`src/rtl/divider_ctrl_if.sv`:
```
// divider_ctrl_if: valid/ready handshake carrying division-factor change requests
interface divider_ctrl_if #(parameter int WIDTH = 32);
   logic             req_valid;
   logic [WIDTH-1:0] req_factor;
   logic             req_ready;
   modport master (output req_valid, req_factor, input req_ready);
   modport slave  (input req_valid, req_factor, output req_ready);
endinterface

```
`src/rtl/divider_ctrl.sv`:
```
// divider_ctrl: range-checks factor requests and applies them at a divider low phase,
// holding the divider in reset for a fixed window so no runt or stretched pulse escapes
module divider_ctrl #(
   parameter int WIDTH          = 32,
   parameter int DEFAULT_FACTOR = 1000,
   parameter int MIN_FACTOR     = 2,
   parameter int MAX_FACTOR     = 100000000,
   parameter int HOLD_CYCLES    = 4
) (
   input  logic              clk_in,
   input  logic              rst_,
   divider_ctrl_if.slave     req,
   input  logic              div_clk,
   output logic [WIDTH-1:0]  div_factor,
   output logic              div_rst_,
   output logic              busy,
   output logic              applied,
   output logic              err,
   output logic              timeout
);
   localparam int HW = $clog2(HOLD_CYCLES + 1);
   typedef enum logic [1:0] {INIT, IDLE, WAIT_EDGE, HOLD} state_t;
   state_t           state_q;
   logic [WIDTH-1:0] div_factor_q, pending_q;
   logic [WIDTH:0]   tmo_cnt_q;
   logic [HW-1:0]    hold_cnt_q;
   logic             div_clk_q, div_rst_q, req_ready_q, busy_q, applied_q, err_q, timeout_q;
   logic             fall, accept, in_range, hold_done, tmo_hit;
   assign fall      = div_clk_q & ~div_clk;
   assign accept    = req.req_valid & req_ready_q;
   assign in_range  = req.req_factor >= WIDTH'(MIN_FACTOR) && req.req_factor <= WIDTH'(MAX_FACTOR);
   assign hold_done = hold_cnt_q == HW'(HOLD_CYCLES - 1);
   // one extra bit so a factor at the top of the range cannot wrap the wait counter
   assign tmo_hit   = tmo_cnt_q == {1'b0, div_factor_q};
   assign req.req_ready = req_ready_q;
   assign div_factor    = div_factor_q;
   assign div_rst_      = div_rst_q;
   assign busy          = busy_q;
   assign applied       = applied_q;
   assign err           = err_q;
   assign timeout       = timeout_q;
   always_ff @(posedge clk_in or negedge rst_) begin
      if (!rst_) begin
         state_q      <= INIT;
         div_factor_q <= WIDTH'(DEFAULT_FACTOR);
         pending_q    <= '0;
         tmo_cnt_q    <= '0;
         hold_cnt_q   <= '0;
         div_clk_q    <= 1'b0;
         div_rst_q    <= 1'b0;
         req_ready_q  <= 1'b0;
         busy_q       <= 1'b1;
         applied_q    <= 1'b0;
         err_q        <= 1'b0;
         timeout_q    <= 1'b0;
      end else begin
         div_clk_q <= div_clk;
         applied_q <= 1'b0;
         err_q     <= 1'b0;
         timeout_q <= 1'b0;
         case (state_q)
            INIT, HOLD: begin
               if (hold_done) begin
                  state_q     <= IDLE;
                  hold_cnt_q  <= '0;
                  div_rst_q   <= 1'b1;
                  req_ready_q <= 1'b1;
                  busy_q      <= 1'b0;
                  applied_q   <= state_q == HOLD;
               end else hold_cnt_q <= hold_cnt_q + 1'b1;
            end
            IDLE: begin
               if (accept) begin
                  if (!in_range) err_q <= 1'b1;
                  else if (req.req_factor == div_factor_q) applied_q <= 1'b1;
                  else begin
                     pending_q   <= req.req_factor;
                     tmo_cnt_q   <= '0;
                     state_q     <= WAIT_EDGE;
                     req_ready_q <= 1'b0;
                     busy_q      <= 1'b1;
                  end
               end
            end
            WAIT_EDGE: begin
               if (fall || tmo_hit) begin
                  timeout_q    <= ~fall;
                  state_q      <= HOLD;
                  div_rst_q    <= 1'b0;
                  div_factor_q <= pending_q;
                  hold_cnt_q   <= '0;
               end else tmo_cnt_q <= tmo_cnt_q + 1'b1;
            end
            default: state_q <= INIT;
         endcase
      end
   end
endmodule

```
`src/flat_wrapper.sv`:
```
// flat-port wrapper written by rule: the top's interface ports become plain ports
module divider_ctrl_flat 
#(
   parameter int WIDTH          = 32,
   parameter int DEFAULT_FACTOR = 1000,
   parameter int MIN_FACTOR     = 2,
   parameter int MAX_FACTOR     = 100000000,
   parameter int HOLD_CYCLES    = 4
)
  (clk_in, rst_, div_clk, div_factor, div_rst_, busy, applied, err, timeout, req_req_valid, req_req_factor, req_req_ready);
  divider_ctrl_if #(.WIDTH(WIDTH)) req_i ();
  input  logic clk_in;
  input  logic rst_;
  input  logic div_clk;
  output logic [WIDTH-1:0] div_factor;
  output logic div_rst_;
  output logic busy;
  output logic applied;
  output logic err;
  output logic timeout;
  input wire logic [$bits(req_i.req_valid)-1:0] req_req_valid;
  input wire logic [$bits(req_i.req_factor)-1:0] req_req_factor;
  output wire logic [$bits(req_i.req_ready)-1:0] req_req_ready;
  assign req_i.req_valid = req_req_valid;
  assign req_i.req_factor = req_req_factor;
  assign req_req_ready = req_i.req_ready;
  divider_ctrl #(.WIDTH(WIDTH), .DEFAULT_FACTOR(DEFAULT_FACTOR), .MIN_FACTOR(MIN_FACTOR), .MAX_FACTOR(MAX_FACTOR), .HOLD_CYCLES(HOLD_CYCLES)) u_core (.clk_in(clk_in), .rst_(rst_), .req(req_i), .div_clk(div_clk), .div_factor(div_factor), .div_rst_(div_rst_), .busy(busy), .applied(applied), .err(err), .timeout(timeout));
endmodule
```
`config.mk`:
```
export PLATFORM = sky130hd
export DESIGN_NAME = divider_ctrl_flat
export DESIGN_NICKNAME = d
export VERILOG_FILES = /design/src/rtl/divider_ctrl_if.sv /design/src/rtl/divider_ctrl.sv /design/src/flat_wrapper.sv
export SDC_FILE = /design/constraint.sdc
export NUM_CORES = 1
export LEC_CHECK = 0
export ABC_AREA = 1
export CORE_MARGIN = 5
export CORE_UTILIZATION = 43
export CTS_BUF_LIST = sky130_fd_sc_hd__clkbuf_4 sky130_fd_sc_hd__clkbuf_8
export CTS_CLUSTER_SIZE = 24
export DETAILED_ROUTE_END_ITERATION = 8
export GPL_TIMING_DRIVEN = 0
export PLACE_DENSITY_LB_ADDON = 0.08
export RECOVER_POWER = 100
export SYNTH_ARGS = -nofsm -noshare
export SYNTH_HDL_FRONTEND = slang
export SYNTH_SLANG_ARGS = --single-unit
```
`constraint.sdc`:
```
create_clock -name clk_in -period 2.27 [get_ports clk_in]
set_clock_uncertainty 0.15 [all_clocks]
set_input_delay 0.454 -clock clk_in [delete_from_list [all_inputs] [get_ports clk_in]]
set_output_delay 0.454 -clock clk_in [all_outputs]
set_load 0.03 [all_outputs]
```
==> metrics, run 1 <==
flop-to-flop setup slack=-0.01 ns; Finished Core Util=54.25%; Fmax=0.4382 GHz; chip height=136.2 µm; Die W=136.2 µm; post-synthesis sequential area ratio=39.93%; Synth cell types=35; Leak=4.177 nW; Layout Cells excl Fill=1,325; startpoint type of the worst setup path=flop; Area contributors post-synth=dfrtp_1, nand2_1, nor2_1; Synth Register Bits=109; initial antenna violation count=0; FP Rows=46; Mean Syn Cell Area=6.826 µm²; Post-Syn Nets=1,047; Min-Delay Startpoint=req_req_factor[19]; Final Setup Violations=10; Final Hold Viols=0; CP cell instances=inv_2, nand2_1, nand2_1, nor2_2, nand2_2, nor2_4, nand2_2, nor2_4, nor3_4, buf_12, buf_12, buf_12, o21ai_2; CP Data Arrival Time=2.46 ns; DRT antenna net count=0; r2r endpoint=u_core.pending_q[23]$_DFFE_PN0P_; Hold Crit Class=in2reg; FF-to-FF Start=u_core.div_factor[5]$_DFFE_PN1P_; RSZ-0062 raised after global routing=true; PD cells=1072 nW/µm²; synth warn=0; WL met1=9873 µm; FF-to-FF path depth=13; CTS tree=yes; largest net degree at the start of global routing=58; CP Buf/Inv Count=4; total CTS buffers=9; final instance area=8556 µm²; CP top delay family=simple AND/OR/NAND/NOR gates; grt total ovfl=0; Most common cell on crit path=buf_12; Clock Path Buffers=2; crit path capture type=flop; drt wl/cell=15.15 µm; initial drt markers=493; routed length on met2=9258 µm; Max-Cap Viols=0; Global Route Usage Sum=22.08%; dpl cell area=7883 µm²; PnR worst setup slack=-0.01209 ns; Initial DRT Pass Iterations=4; slew at the pin with the worst max-slew slack=1.373 ns; Yosys top cell by area=dfrtp_1; Post-synth ARST share=100.0%; Via density=4.903; starting density of the core=43.45%; final WL=20,070 µm; Met3 Routed Length=695 µm; routability congestion estimate=0.9193; Slew Limit Fails=0; Core Area=15,770 µm²; Max VDD drop=0.5903 mV; Min Clock Period, post-route=2.282 ns; CP max FO=10; post-synth top area share=37.25%; WS Path Type=reg2reg; failing checks=negative setup slack; hold depth=3; Post-synth top cells=nand2_1, nor2_1, inv_1; Largest stage delay, worst path=0.59 ns; Hold Path End=u_core.pending_q[19]$_DFFE_PN0P_; Post-Synthesis Cells=1,004; setup TNS=-0.06747 ns; antenna cells=0; post-DP HPWL=14,980 µm; Synth Cell Area=6853 µm²; vias in the first global route=5,963; die area=18,560 µm²; placed cell count=1,294; most frequent cell after synthesis=nand2_1; Tcrit/Tclk final=100.5%; first-pass GRT wire length=31,860 µm; max layer used=met4; Clock Latency Late Sink=0.39 ns; CTS clock-pin slew for the worst setup and hold paths=0.10 ns; Slowest cell on crit path=dfstp_2; share of layout cells above drive strength 1=13.71%; drt drc=0; Post-synth top flop=dfrtp_1; number of H-tree levels=3; area delta synth->final=24.85%; Final #Nets=1,148; PortBufs=73; Slew headroom=8.437%; Vias=6,496; Ports=74; root buffer cell=clkbuf_8; EDFF count, synth=0; Sink Count=109; CP Data Required Time=2.45 ns; outcome=finished, violations left
-- per-stage QoR --
stage | setup slack, ns | power [mW] | hold slack, ns
after floorplan | 0.2597 | 5.890 | 0.008409
after global placement | -3.817 | 7.398 | 0.3088
after detailed placement | -0.8965 | 7.444 | 0.2913
after CTS | 0.001729 | 8.628 | 0.3196
after global routing | -0.09999 | 9.857 | 0.2339
final | -0.01209 | 9.170 | 0.2425
-- how the worst max path moves through the flow --
stage	startpoint	end	slack (ns)	cells past startpoint
floorplan	u_core.div_factor[5]$_DFFE_PN1P_	u_core.div_factor[22]$_DFFE_PN0P_	0.26	13
global placement	rst_	u_core.pending_q[23]$_DFFE_PN0P_	-3.82	1
CTS	req_req_factor[25]	u_core.pending_q[26]$_DFFE_PN0P_	0.002	15
finish	u_core.div_factor[5]$_DFFE_PN1P_	u_core.pending_q[23]$_DFFE_PN0P_	-0.01	13
detailed placement	req_req_factor[4]	u_core.pending_q[1]$_DFFE_PN0P_	-0.90	12
global route	u_core.div_factor[5]$_DFFE_PN1P_	u_core.pending_q[23]$_DFFE_PN0P_	-0.1	13
-- power breakdown --
| part | switching [mW] | total (mW) | internal [mW] | leakage (nW) |
|---|---|---|---|---|
| Sequential | 0.581 | 3.16 | 2.58 | 1.29 |
| Combinational | 2.89 | 4.86 | 1.97 | 2.80 |
| Clock | 0.682 | 1.15 | 0.467 | 0.0919 |
-- area by class of cell --
class	instances	area [µm²]
fill	1613	7214
multi-input combinational	726	3563
sequential	109	2746
timing repair buffer	91	968.4
inverter	132	499.2
buffer	36	327.8
tap	216	270.3
clock buffer	12	158.9
clock inverter	3	21.27
-- worst min-delay path, delay by kind of cell --
kind,cells,cell delay [ns]
AO/OA/AOI/OAI,1,0.04
AND/OR/NAND/NOR,1,0.09
buffers and inverters,1,0.17
-- metal layers --
metal / track usage, % / vias up
met3: 3.109 / 16
met2: 34.34 / 110
met4: 4.591 / 0
met5: 0 / -
li1: - / 3306
met1: 32.85 / 3064
-- placed cells by master, fill, tap and decap left out, drive strengths merged --
cell type | Yosys | routed
o21ai | 70 | 70
nand2 | 366 | 366
nor3 | 24 | 24
or2 | 1 | 1
ha | 7 | 7
dlymetal6s2s | 0 | 12
nor2 | 134 | 134
dfrtp | 102 | 102
clkinv | 1 | 2
nand4 | 43 | 43
buf | 25 | 38
dlygate4sd2 | 0 | 23
nand3 | 27 | 27
o21a | 1 | 1
xor2 | 37 | 37
clkinvlp | 0 | 2
clkbuf | 12 | 29
inv | 131 | 131
nor3b | 1 | 1
clkdlybuf4s50 | 0 | 34
nand3b | 1 | 1
a21o | 1 | 1
dlygate4sd3 | 0 | 3
a21oi | 4 | 4
xnor2 | 9 | 9
dfstp | 7 | 7
-- sequential cells by signal, indices dropped and copies added, names as in the netlist --
name,count
u_core.req.req_ready,1
u_core.div_factor,32
u_core.err,1
u_core.tmo_cnt_q,33
u_core.pending_q,32
u_core.timeout,1
u_core.div_clk_q,1
u_core.applied,1
u_core.hold_cnt_q,3
u_core.state_q,2
u_core.div_rst_,1
u_core.busy,1
-- cells by family after synthesis --
group | after synthesis | share of synthesized area, %
AND/OR/NAND/NOR | 597 | 36.17
adder cells (fa/ha/maj) | 7 | 1.278
AO/OA/AOI/OAI | 76 | 5.898
buffers and inverters | 169 | 10.85
XOR/XNOR | 46 | 5.879
flip-flops | 109 | 39.93
-- what timing repair did --
action,CTS,global route
setup buffers,3,8
gates resized for setup,50,106
gates cloned,0,7
hold buffers,1,0
endpoints found under the hold margin,51,0
pin swaps,10,35
setup endpoints to repair,101,105
(Power assumes the default switching activity.)
==> run 2: changes to the inputs <==
- clock period: 2.27 -> 1.9 ns (I/O delays scaled with it)
==> run 2 against run 1 <==
Effect of this change: wire length is 0.26% higher; sequential cell count stayed put; sequential share of layout area is 0.57 points lower; die area stayed put; largest power group unchanged; non-clock buffer count stayed put; combinational power is 8.8% higher; hold slack worse by 0.080 ns; the run still ends with negative setup slack left; clock power is 18% higher; utilization is 0.85 points higher; largest cell class unchanged; sequential power is 19% higher.
==> metrics, run 2 (synthesis gave the netlist of run 1 again) <==
antenna cells=0; Max VDD drop=0.6812 mV; first-pass GRT wire length=31,770 µm; routability congestion estimate=0.9338; dpl cell area=7883 µm²; Min Clock Period, post-route=2.229 ns; total CTS buffers=9; hold depth=3; Final Hold Viols=0; failing checks=negative setup slack; most common cell after layout, fill and taps aside=nand2_1; CP max FO=7; final WL=20,120 µm; Initial DRT Pass Iterations=7; CP Data Required Time=2.08 ns; crit path capture type=flop; vias in the first global route=5,999; largest net degree at the start of global routing=57; PortBufs=73; final instance area=8690 µm²; Min-Delay Startpoint=req_req_factor[19]; die area=18,560 µm²; Biggest register=u_core.tmo_cnt_q; slew at the pin with the worst max-slew slack=0.7932 ns; CP Data Arrival Time=2.41 ns; CP cell instances=clkdlybuf4s50_1, nand2_1, nor2_1, nand3_1, nor2_1, nand2_1, nand2_2, nand3_4, nor3_4, buf_8, clkbuf_16, nand2_2, o21ai_1; chip height=136.2 µm; Max-Cap Viols=0; placed cell count=1,294; outcome=finished, violations left; FF-to-FF path depth=13; startpoint type of the worst setup path=input pin; Final Power=10.42 mW; share of layout cells above drive strength 1=16.49%; number of H-tree levels=3; WS Path Type=in2reg; Finished Core Util=55.10%; FP Rows=46; Tcrit/Tclk final=117.3%; Clock Latency Late Sink=0.40 ns; setup TNS=-26.85 ns; Leak=4.270 nW; CP Buf/Inv Count=3; flop-to-flop setup slack=-0.30 ns; Hold Crit Class=in2reg; Slowest cell on crit path=clkdlybuf4s50_1; FF-to-FF Start=u_core.div_factor[8]$_DFFE_PN1P_; Ports=74; area delta synth->final=26.80%; Layout Cells excl Fill=1,326; initial antenna violation count=0; PD cells=1199 nW/µm²; CP top delay family=buffers and inverters; Die W=136.2 µm; PnR worst setup slack=-0.3288 ns; Vias=6,459; Final #Nets=1,148; post-DP HPWL=14,920 µm; Slew headroom=47.12%; Clock Path Buffers=2; RSZ-0062 raised after global routing=true; Largest stage delay, worst path=0.58 ns; Via density=4.871; CTS tree=yes; starting density of the core=43.45%; Global Route Usage Sum=22.12%; root buffer cell=clkbuf_8; Hold Path End=u_core.pending_q[19]$_DFFE_PN0P_; initial drt markers=537; commonest cells after routing, fill and taps aside=nand2_1, inv_1, nor2_1; Fmax=0.4487 GHz; r2r endpoint=u_core.pending_q[25]$_DFFE_PN0P_; Core Area=15,770 µm²; Slew Limit Fails=0; drt drc=0; DRT antenna net count=0; grt total ovfl=0; Sink Count=109; drt wl/cell=15.18 µm; Final Setup Violations=103; Largest register FFs=33; CTS clock-pin slew for the worst setup and hold paths=0.10 ns
## run 2: final cells by class
| type | instances | area (µm²) |
|---|---|---|
| buffer | 35 | 341.6 |
| fill | 1615 | 7081 |
| inverter | 132 | 498.0 |
| timing repair buffer | 92 | 909.6 |
| multi-input combinational | 726 | 3755 |
| sequential | 109 | 2740 |
| clock inverter | 6 | 37.54 |
| clock buffer | 10 | 137.6 |
| tap | 216 | 270.3 |
## run 2: what timing repair did
action	CTS	global route
cloned	0	5
resized for setup	144	103
hold buffers	1	0
setup endpoints to repair	145	114
pin swaps	19	15
setup buffers	4	9
hold endpoints to repair	49	0
## run 2: worst max path at each step
stage / startpoint / end / slack [ns] / cells past startpoint
after global placement: rst_ / u_core.pending_q[23]$_DFFE_PN0P_ / -4.15 / 1
after detailed placement: req_req_factor[5] / u_core.pending_q[1]$_DFFE_PN0P_ / -1.20 / 12
after floorplan: u_core.div_factor[7]$_DFFE_PN1P_ / u_core.div_factor[22]$_DFFE_PN0P_ / -0.08 / 13
final: req_req_factor[21] / u_core.pending_q[20]$_DFFE_PN0P_ / -0.33 / 13
after CTS: u_core.div_factor[5]$_DFFE_PN1P_ / u_core.pending_q[25]$_DFFE_PN0P_ / -0.32 / 13
after global routing: u_core.div_factor[8]$_DFFE_PN1P_ / u_core.tmo_cnt_q[2]$_DFFE_PN0P_ / -0.45 / 13
## run 2: stage by stage
stage | hold WS [ns] | setup slack (ns)
CTS | 0.2255 | -0.3222
floorplan | -0.06559 | -0.07857
finish | 0.1624 | -0.3288
detailed placement | 0.2280 | -1.197
global placement | 0.3087 | -4.154
global route | 0.1560 | -0.4546
## run 2: tightest hold or removal path: stages
cell,delay [ns]
dlymetal6s2s_1,0.20
nand2_4,0.06
o21ai_2,0.04
## run 2: where the power goes
group / total [mW] / switching [mW] / internal, mW
logic: 5.29 / 3.39 / 1.91
registers: 3.77 / 0.697 / 3.07
clock network: 1.36 / 0.844 / 0.512
## run 2: layer usage
metal  wire length [µm]  global-route usage [%]
met1               9799                   32.06
met2               9217                   34.59
met3                724                   3.109
met4                382                   6.159
met5                  0                       0
==> run 3: changes to the inputs <==
--- a/config.mk
+++ b/config.mk
@@ -15,4 +15,5 @@
 export PLACE_DENSITY_LB_ADDON = 0.08
 export RECOVER_POWER = 100
+export SKIP_CTS_REPAIR_TIMING = 1
 export SYNTH_ARGS = -nofsm -noshare
 export SYNTH_HDL_FRONTEND = slang
==> constraint.sdc (replaced) <==
create_clock -name clk_in -period 1.9 [get_ports clk_in]
set_clock_uncertainty 0.15 [all_clocks]
set_input_delay 0.57 -clock clk_in [delete_from_list [all_inputs] [get_ports clk_in]]
set_output_delay 0.57 -clock clk_in [all_outputs]
set_load 0.03 [all_outputs]
==> run 3 against run 2 <==
Effect of this change: the flow still finishes with violations (negative setup slack); largest cell class unchanged; total power is 5.4% higher; critical endpoint is now u_core.tmo_cnt_q[15]$_DFFE_PN0P_; maximum frequency is 0.17% lower; sequential share of layout area is 0.63 points lower; highest routed layer unchanged.
==> metrics, run 3 (synthesis gave the netlist of run 1 again) <==
outcome=finished, violations left; failing checks=negative setup slack; most common cell after layout, fill and taps aside=nand2_1; Final Hold Viols=0; area delta synth->final=30.22%; CTS tree=yes; final WL=20,200 µm; crit path capture type=flop; initial drt markers=479; area of the multi-input gates=3777 µm²; Clock Latency Late Sink=0.40 ns; PD cells=1230 nW/µm²; Biggest register=u_core.tmo_cnt_q; number of H-tree levels=3; Fmax=0.4479 GHz; Tcrit/Tclk final=117.5%; Slowest cell on crit path=dfstp_2; die area=18,560 µm²; Global Route Usage Sum=21.60%; PortBufs=73; Storage cell area=2758 µm²; vias in the first global route=5,699; Via density=4.877; Finished Core Util=56.59%; Initial DRT Pass Iterations=5; Final Setup Violations=106; Most common cell on crit path=nand2_1; startpoint type of the worst setup path=flop; Max-Cap Viols=0; Vias=6,486; Clock Path Buffers=2; routability congestion estimate=0.9399; Final Power=10.98 mW; antenna cells=0; share of layout cells above drive strength 1=21.36%; commonest cells after routing, fill and taps aside=nand2_1, inv_1, nor2_1; GR Util met1=32.56%; Sink Count=109; first-pass GRT wire length=31,150 µm; grt total ovfl=0; initial antenna violation count=0; chip height=136.2 µm; DRT antenna net count=0; dpl cell area=7894 µm²; setup TNS=-28.40 ns; met2 usage=32.86%; Min Clock Period, post-route=2.233 ns; RSZ-0062 raised after global routing=true; Hold Crit Class=reg2reg; post-DP HPWL=14,800 µm; Largest stage delay, worst path=0.59 ns; drt wl/cell=15.19 µm; Max VDD drop=0.7595 mV; Place WS=-1.375 ns; Largest register FFs=33; starting density of the core=43.45%; PnR worst setup slack=-0.3326 ns; FP Rows=46; CTS clock-pin slew for the worst setup and hold paths=0.11 ns; Ports=74; WS Path Type=reg2reg; largest net degree at the start of global routing=58; CP Buf/Inv Count=3; Core Area=15,770 µm²; Slew Limit Fails=0; Leak=4.629 nW; root buffer cell=clkbuf_8; Die W=136.2 µm; slew at the pin with the worst max-slew slack=0.7628 ns; CP Data Required Time=2.05 ns; Final #Nets=1,152; # fillers=1,584; CP max FO=10; GRT busiest layer=met2; final instance area=8924 µm²; CP Data Arrival Time=2.38 ns; met3 GRT Util=3.146%; Slew headroom=49.15%; CP cell instances=inv_2, nand2_1, nand2_1, nor2_2, nand2_2, nor2_4, nand2_2, nor2_4, o21ai_4, buf_6, buf_6, nand4_1, nand2_1; drt drc=0; CP top delay family=simple AND/OR/NAND/NOR gates; total CTS buffers=9
## run 3: changes by cell type in the layout (fill, tap and decap cells not counted), sizes merged
cell / delta
clkdlybuf4s50: -12
dlymetal6s2s: +32
clkbuf: +14
clkdlybuf4s15: -4
clkinvlp: +2
dlygate4sd2: -39
bufinv: +3
buf: +13
clkinv: -5
## run 3: worst register-to-register path: stages (launching register included)
cell,delay [ns]
dfstp_2,0.59
inv_2,0.05
nand2_1,0.05
nand2_1,0.06
nor2_2,0.17
nand2_2,0.10
nor2_4,0.15
nand2_2,0.08
nor2_4,0.20
o21ai_4,0.10
buf_6,0.16
buf_6,0.14
nand4_1,0.09
nand2_1,0.06
## run 3: metrics by stage
| step | std cells | hold slack, ns |
|---|---|---|
| 2_1_floorplan | 1004 | 0.1244 |
| 3_3_place_gp | 1293 | 0.3077 |
| 3_5_place_dp | 1294 | 0.3149 |
| 4_1_cts | 1310 | -0.02794 |
| 5_1_grt | 1330 | 0.3283 |
| 6_report | 1330 | 0.3278 |
## run 3: area by class of cell
type | count | area share [%]
well taps | 216 | 3.029
multi-input cells | 726 | 42.33
clock inverters | 6 | 1.290
repair buffers | 96 | 11.26
clock buffers | 10 | 1.542
flip-flops and latches | 109 | 30.90
plain buffers | 35 | 4.052
inverters | 132 | 5.595
## run 3: where the power goes
group	internal, mW	leakage, nW	switching, mW
clock	0.921	0.124	0.865
combinational	1.97	3.23	3.42
sequential	3.09	1.28	0.715
## run 3: path summary, 6_finish.rpt
kind	start	to	slack, ns	depth (start not counted)
hold / removal	u_core.div_rst_$_DFFE_PN0P_	u_core.div_rst_$_DFFE_PN0P_	0.33	2
hold reg to reg	u_core.div_rst_$_DFFE_PN0P_	u_core.div_rst_$_DFFE_PN0P_	0.33	2
setup reg to reg	u_core.div_factor[5]$_DFFE_PN1P_	u_core.tmo_cnt_q[15]$_DFFE_PN0P_	-0.33	13
min in group asynchronous	rst_	u_core.pending_q[2]$_DFFE_PN0P_	0.65	2
setup / recovery	u_core.div_factor[5]$_DFFE_PN1P_	u_core.tmo_cnt_q[15]$_DFFE_PN0P_	-0.33	13
max in group asynchronous	rst_	u_core.div_factor[7]$_DFFE_PN1P_	0.16	3
## run 3: per-layer routing
layer  wire [µm]  vias to the layer above
li1            -                     3309
met1        9731                     3031
met2        9368                      128
met3         793                       18
met4         305                        0
met5           0                        -
